`src/rtl/marine_radar_pkg.sv`:
```
// Shared types and widths for the marine radar pulse gate and its trigger detector.
package marine_radar_pkg;

    localparam int unsigned TRIG_W = 12;
    localparam int unsigned SAMP_W = 16;
    localparam int unsigned LAT_W  = 32;
    localparam int unsigned TCNT_W = 32;

    typedef enum logic {
        ARMED,
        EXCITED
    } det_state_t;

    typedef enum logic [1:0] {
        IDLE,
        DELAY,
        CAPTURE
    } cap_state_t;

endpackage

```
`src/rtl/marine_radar_pulse_gate_detector.sv`:
```
// Hysteresis trigger detector: fires on excite crossing, re-arms below relax once the
// lockout latency has expired. Reusable for ARP/ACP channels.
module hysteresis_detector
    import marine_radar_pkg::*;
(
    input  logic              clk_i,
    input  logic              rst_i,
    input  logic              enable_i,
    input  logic              strobe_i,
    input  logic [TRIG_W-1:0] sample_i,
    input  logic [TRIG_W-1:0] excite_i,
    input  logic [TRIG_W-1:0] relax_i,
    input  logic [LAT_W-1:0]  latency_i,
    output logic              fire_o,
    output logic              pulse_o
);

    det_state_t       state_q, state_d;
    logic [LAT_W-1:0] lat_q, lat_d;
    logic             pulse_q;

    always_comb begin
        state_d = state_q;
        lat_d   = (lat_q != '0) ? lat_q - LAT_W'(1) : '0;
        fire_o  = 1'b0;
        if (!enable_i) begin
            state_d = ARMED;
            lat_d   = '0;
        end else if (strobe_i) begin
            case (state_q)
                ARMED: begin
                    if (sample_i >= excite_i) begin
                        state_d = EXCITED;
                        lat_d   = latency_i;
                        fire_o  = 1'b1;
                    end
                end
                EXCITED: begin
                    if (lat_q == '0 && sample_i <= relax_i) begin
                        state_d = ARMED;
                    end
                end
                default: state_d = ARMED;
            endcase
        end
    end

    always_ff @(posedge clk_i or posedge rst_i) begin
        if (rst_i) begin
            state_q <= ARMED;
            lat_q   <= '0;
            pulse_q <= 1'b0;
        end else begin
            state_q <= state_d;
            lat_q   <= lat_d;
            pulse_q <= fire_o;
        end
    end

    assign pulse_o = pulse_q;

endmodule

```
`src/rtl/marine_radar_pulse_gate.sv`:
```
// Radar pulse gate: detects trigger, skips trig_delay strobes, then gates n_samples
// video samples with first/last markers. All outputs registered.
module marine_radar_pulse_gate
    import marine_radar_pkg::*;
(
    input  logic              clock,
    input  logic              reset,
    input  logic              enable,
    input  logic              strobe,
    input  logic [TRIG_W-1:0] trig_in,
    input  logic [SAMP_W-1:0] vid_in,
    input  logic [TRIG_W-1:0] trig_thresh_excite,
    input  logic [TRIG_W-1:0] trig_thresh_relax,
    input  logic [LAT_W-1:0]  trig_latency,
    input  logic [SAMP_W-1:0] trig_delay,
    input  logic [SAMP_W-1:0] n_samples,
    output logic              trig_pulse,
    output logic [SAMP_W-1:0] out_data,
    output logic              out_valid,
    output logic              out_first,
    output logic              out_last,
    output logic [TCNT_W-1:0] trig_count,
    output logic [SAMP_W-1:0] missed_count
);

    logic fire;

    hysteresis_detector u_det (
        .clk_i     (clock),
        .rst_i     (reset),
        .enable_i  (enable),
        .strobe_i  (strobe),
        .sample_i  (trig_in),
        .excite_i  (trig_thresh_excite),
        .relax_i   (trig_thresh_relax),
        .latency_i (trig_latency),
        .fire_o    (fire),
        .pulse_o   (trig_pulse)
    );

    cap_state_t        cap_q, cap_d;
    logic [SAMP_W-1:0] dly_q, dly_d;
    logic [SAMP_W-1:0] idx_q, idx_d;
    logic [SAMP_W-1:0] nsamp_q, nsamp_d;
    logic [SAMP_W-1:0] data_q, data_d;
    logic              valid_q, valid_d, first_q, first_d, last_q, last_d;
    logic [TCNT_W-1:0] tcnt_q, tcnt_d;
    logic [SAMP_W-1:0] miss_q, miss_d;

    // Capture reacts to the detector's combinational fire, so it leaves IDLE on the
    // triggering strobe's edge and the very next strobe is the first post-trigger one.
    always_comb begin
        cap_d   = cap_q;
        dly_d   = dly_q;
        idx_d   = idx_q;
        nsamp_d = nsamp_q;
        data_d  = data_q;
        valid_d = 1'b0;
        first_d = 1'b0;
        last_d  = 1'b0;
        tcnt_d  = tcnt_q;
        miss_d  = miss_q;

        if (fire) begin
            tcnt_d = tcnt_q + TCNT_W'(1);
            if (cap_q != IDLE && miss_q != '1) begin
                miss_d = miss_q + SAMP_W'(1);
            end
        end

        if (!enable) begin
            cap_d = IDLE;
        end else begin
            case (cap_q)
                IDLE: begin
                    if (fire && n_samples != '0) begin
                        nsamp_d = n_samples;
                        idx_d   = '0;
                        dly_d   = trig_delay;
                        cap_d   = (trig_delay == '0) ? CAPTURE : DELAY;
                    end
                end
                DELAY: begin
                    if (strobe) begin
                        dly_d = dly_q - SAMP_W'(1);
                        if (dly_q == SAMP_W'(1)) begin
                            cap_d = CAPTURE;
                        end
                    end
                end
                CAPTURE: begin
                    if (strobe) begin
                        valid_d = 1'b1;
                        data_d  = vid_in;
                        first_d = (idx_q == '0);
                        last_d  = (idx_q == nsamp_q - SAMP_W'(1));
                        idx_d   = idx_q + SAMP_W'(1);
                        if (idx_q == nsamp_q - SAMP_W'(1)) begin
                            cap_d = IDLE;
                        end
                    end
                end
                default: cap_d = IDLE;
            endcase
        end
    end

    always_ff @(posedge clock or posedge reset) begin
        if (reset) begin
            cap_q   <= IDLE;
            dly_q   <= '0;
            idx_q   <= '0;
            nsamp_q <= '0;
            data_q  <= '0;
            valid_q <= 1'b0;
            first_q <= 1'b0;
            last_q  <= 1'b0;
            tcnt_q  <= '0;
            miss_q  <= '0;
        end else begin
            cap_q   <= cap_d;
            dly_q   <= dly_d;
            idx_q   <= idx_d;
            nsamp_q <= nsamp_d;
            data_q  <= data_d;
            valid_q <= valid_d;
            first_q <= first_d;
            last_q  <= last_d;
            tcnt_q  <= tcnt_d;
            miss_q  <= miss_d;
        end
    end

    assign out_data     = data_q;
    assign out_valid    = valid_q;
    assign out_first    = first_q;
    assign out_last     = last_q;
    assign trig_count   = tcnt_q;
    assign missed_count = miss_q;

endmodule

```
`config.mk`:
```
export PLATFORM = sky130hd
export DESIGN_NAME = marine_radar_pulse_gate
export DESIGN_NICKNAME = d
export VERILOG_FILES = /design/src/rtl/marine_radar_pkg.sv /design/src/rtl/marine_radar_pulse_gate_detector.sv /design/src/rtl/marine_radar_pulse_gate.sv
export SDC_FILE = /design/constraint.sdc
export NUM_CORES = 1
export LEC_CHECK = 0
export CAP_MARGIN = 0
export CORE_MARGIN = 4
export CORE_UTILIZATION = 47
export DETAILED_ROUTE_END_ITERATION = 7
export PLACE_DENSITY_LB_ADDON = 0.05
export SETUP_SLACK_MARGIN = 0.1
export SLEW_MARGIN = 20
export SYNTH_ARGS = -nofsm -noshare
export SYNTH_HDL_FRONTEND = slang
export SYNTH_SLANG_ARGS = --single-unit
```
`constraint.sdc`:
```
create_clock -name clock -period 7.75 [get_ports clock]
set_input_delay 2.325 -clock clock [delete_from_list [all_inputs] [get_ports clock]]
set_output_delay 2.325 -clock clock [all_outputs]
set_load 0.01 [all_outputs]
```
==> results_dict.tcl <==
set metrics [dict create \
    status "complete, no violations" \
    reg2regPathDepth 6 \
    clk_pin_slew_ns 0.07 \
    coreArea_um2 17400 \
    ant_nets 0 \
    synth_compound_area_share_pct 9.50 \
    rows 48 \
    syn-num-nets 1066 \
    ys_seq_elements 151 \
    cpPeakStageDelay_ns 0.71 \
    busiest_layer "met2" \
    grt_max_degree 99 \
    synth-edff-count 0 \
    tightest_slew_ns 0.958 \
    rsz0062_at_grt "no" \
    areaGrowthSynthToFinish_pct 31.1 \
    syn-cell-area_um2 8430 \
    fin_nets 1238 \
    vias_per_cell 5.46 \
    grt_antenna_before_repair 1 \
    cts_tree "done" \
    dieWidth_um 142 \
    gp_routability_congestion 0.849 \
    synth_top_family_by_area "simple AND/OR/NAND/NOR gates" \
    ys_types 58 \
    wire_per_inst_um 16.2 \
    critPathRequiredTime_ns 8.05 \
    syn_inst 914 \
    synth-simple-area-share_pct 23.9 \
    cts_resized 0 \
    use_met3_pct 5.29 \
    final_cell_mix "187 x clkdlybuf4s50_1, 151 x dfrtp_1, 128 x nand2_1, 76 x xnor2_1, 58 x nor2_1" \
    grt_util_met1_pct 29.3 \
    fin_tns_setup_ns 0 \
    hold_path_depth 1 \
    htreeDepth 4 \
    dr.pass1.iters 5 \
    cp-end-kind "flip-flop" \
    n_fill_cell 1544 \
    hold_viol 0 \
    clk_path_buf_depth 2 \
    dp.final_hpwl_mm 15.9 \
    synth_flop_cell "dfrtp_1" \
    met2_usage_pct 34.4 \
    final_common_cell "clkdlybuf4s50_1" \
    cts_made_buffers 17 \
    cpMostUsedCell "nand4_1" \
    arrival_ns 5.62 \
    vias 7234 \
    finalMaxSlewViolations 0 \
    wl_mm 21.5 \
    min_period_ns 5.32 \
    drc 0 \
    ios 188 \
    slew_headroom_pct 36.0 \
    synth.area.top_cells "dfrtp_1 45%, xnor2_1 7.9%, nand2_1 5.7%, ha_1 4.8%, o21ai_0 3.2%" \
    grt_pass1_vias 7107 \
    synth_area_leader_cell "dfrtp_1" \
    critPathSlowestCell "o2bb2ai_1" \
    leakagePower_nw 4.72 \
    drive_gt1_share_pct 6.10 \
    irDropWorstVdd_mv 0.166 \
    yosysSeqAreaShare_pct 44.8 \
    insertion_delay_ns 0.42 \
    synth_async_sr_flop_share_pct 100 \
    crit_type "input port to flip-flop" \
    start_kind "input port" \
    die-area_um2 20100 \
    skew_ns 0.0115 \
    drt-initial-drc-count 444 \
    grt_usage_pct 21.6 \
    cts_sinks 151 \
    portBuffers 187 \
    grt-ovfl-total 0 \
    ys_warn_count 0 \
    crit_chain "clkdlybuf4s50_1, inv_1, ha_1, nand4_1, nor2_1, a211oi_1, o2bb2ai_1, nand2_1, inv_2, nand4_1, xnor2_1" \
    path_max_fanout 50 \
    design_area_um2 11000 \
    synth.top_cell.area_share_pct 44.8 \
    grt_pass1_wl_mm 35.5 \
    synthXorXnorAreaFrac_pct 11.3 \
    cts_setup_buffers 0 \
    hp-class "flip-flop to flip-flop" \
    setup_violations 0 \
    syn_avg_cell_area_um2 9.22 \
    fmax_ghz 0.188 \
    min_period_over_period_pct 68.6 \
    clockRootBuffer "clkbuf_16" \
    maxCapViolCount 0 \
    finalCoreUtilization_pct 63.4 \
    synthMuxAreaShare_pct 2.24 \
    die_y_um 142 \
    placed_area_um2 10500 \
    synthAdderAreaFrac_pct 4.75 \
    initial_core_util_pct 48.4 \
    postCtsHoldBufs 0 \
    power_density_nw_per_um2 257 \
]
cell usage after synthesis, types with 5 or more instances:
master / instances
a211oi_1: 5
a21o_1: 5
a21oi_1: 38
a31oi_1: 9
and2_1: 5
and3_1: 20
and4_1: 9
clkbuf_1: 33
dfrtp_1: 151
ha_1: 32
inv_1: 36
mux2_2: 15
nand2_1: 128
nand2b_1: 8
nand3_1: 33
nand4_1: 39
nor2_1: 58
nor3_1: 36
nor4_1: 21
o21ai_0: 54
o31ai_1: 6
or3_1: 8
xnor2_1: 76
xor2_1: 30
through the flow:
step | hold WS [ns] | setup slack (ns) | power, W | cells
after global routing | 0.506 | 2.10 | 0.00304 | 1325
after detailed placement | 0.463 | 1.97 | 0.00205 | 1292
after floorplan | 0.468 | 1.36 | 0.00172 | 914
final | 0.477 | 2.43 | 0.00284 | 1325
after CTS | 0.483 | 2.39 | 0.00286 | 1324
after global placement | 0.457 | 2.02 | 0.00204 | 1292
report_power, final:
part	internal [W]	switching, W	total [W]
Sequential	0.000968	0.000195	0.00116
Combinational	0.000447	0.000431	0.000878
Clock	0.000451	0.000351	0.000802
kinds of logic (layout without fill, tap and decap cells):
family                     Yosys count  in the layout
xor gates and xnor gates           107            107
DFF                                151            151
other                                0              1
adders and majority gates           32             32
buffers and inverters               76            261
AOI/OAI and AO/OA                  137            137
and+or+nand+nor                    394            394
muxes                               17             17
worst paths after layout:
path,endpoint,startpoint,slack (ns)
worst max-delay path,trig_count[9]$_DFFE_PP0P_,trig_thresh_excite[9],2.43
worst min-delay path,trig_count[31]$_DFFE_PP0P_,trig_count[31]$_DFFE_PP0P_,0.48
worst max register to register,trig_count[9]$_DFFE_PP0P_,u_det.state_q$_DFFE_PP0P_,4.88
worst min register to register,trig_count[31]$_DFFE_PP0P_,trig_count[31]$_DFFE_PP0P_,0.48
max in group asynchronous,missed_count[2]$_DFFE_PP0P_,reset,4.03
min in group asynchronous,out_data[8]$_DFFE_PP0P_,reset,2.48
metal layers:
metal  wire length, um  share of wire, %
met5                 0                 0
met2              9850                46
met3              1390               6.5
met4               459               2.1
met1              9830                46
final cells by class:
class | count | area [um2] | share of cell area (%)
Multi-Input combinational cell | 687 | 4360 | 39.5
Sequential cell | 151 | 3780 | 34.2
Timing Repair Buffer | 192 | 1910 | 17.3
Clock buffer | 18 | 429 | 3.89
Tap cell | 225 | 282 | 2.55
Inverter | 37 | 144 | 1.30
Clock inverter | 14 | 141 | 1.28
Antenna cell | 1 | 2.50 | 0.0227
registers in the layout (all words and copies together), names as in the netlist, 2 cells and up:
register,count
trig_count,32
u_det.lat_q,32
dly_q,16
idx_q,16
missed_count,16
nsamp_q,16
out_data,16
cap_q,2
critical path, delay by kind of cell:
kind | cells | cell delay (ns)
buf+inv | 3 | 1.19
simple gates | 4 | 0.83
compound gates | 2 | 0.78
fa+ha+maj | 1 | 0.29
xor+xnor | 1 | 0.18
No activity file was read; power rests on OpenSTA's default activity.
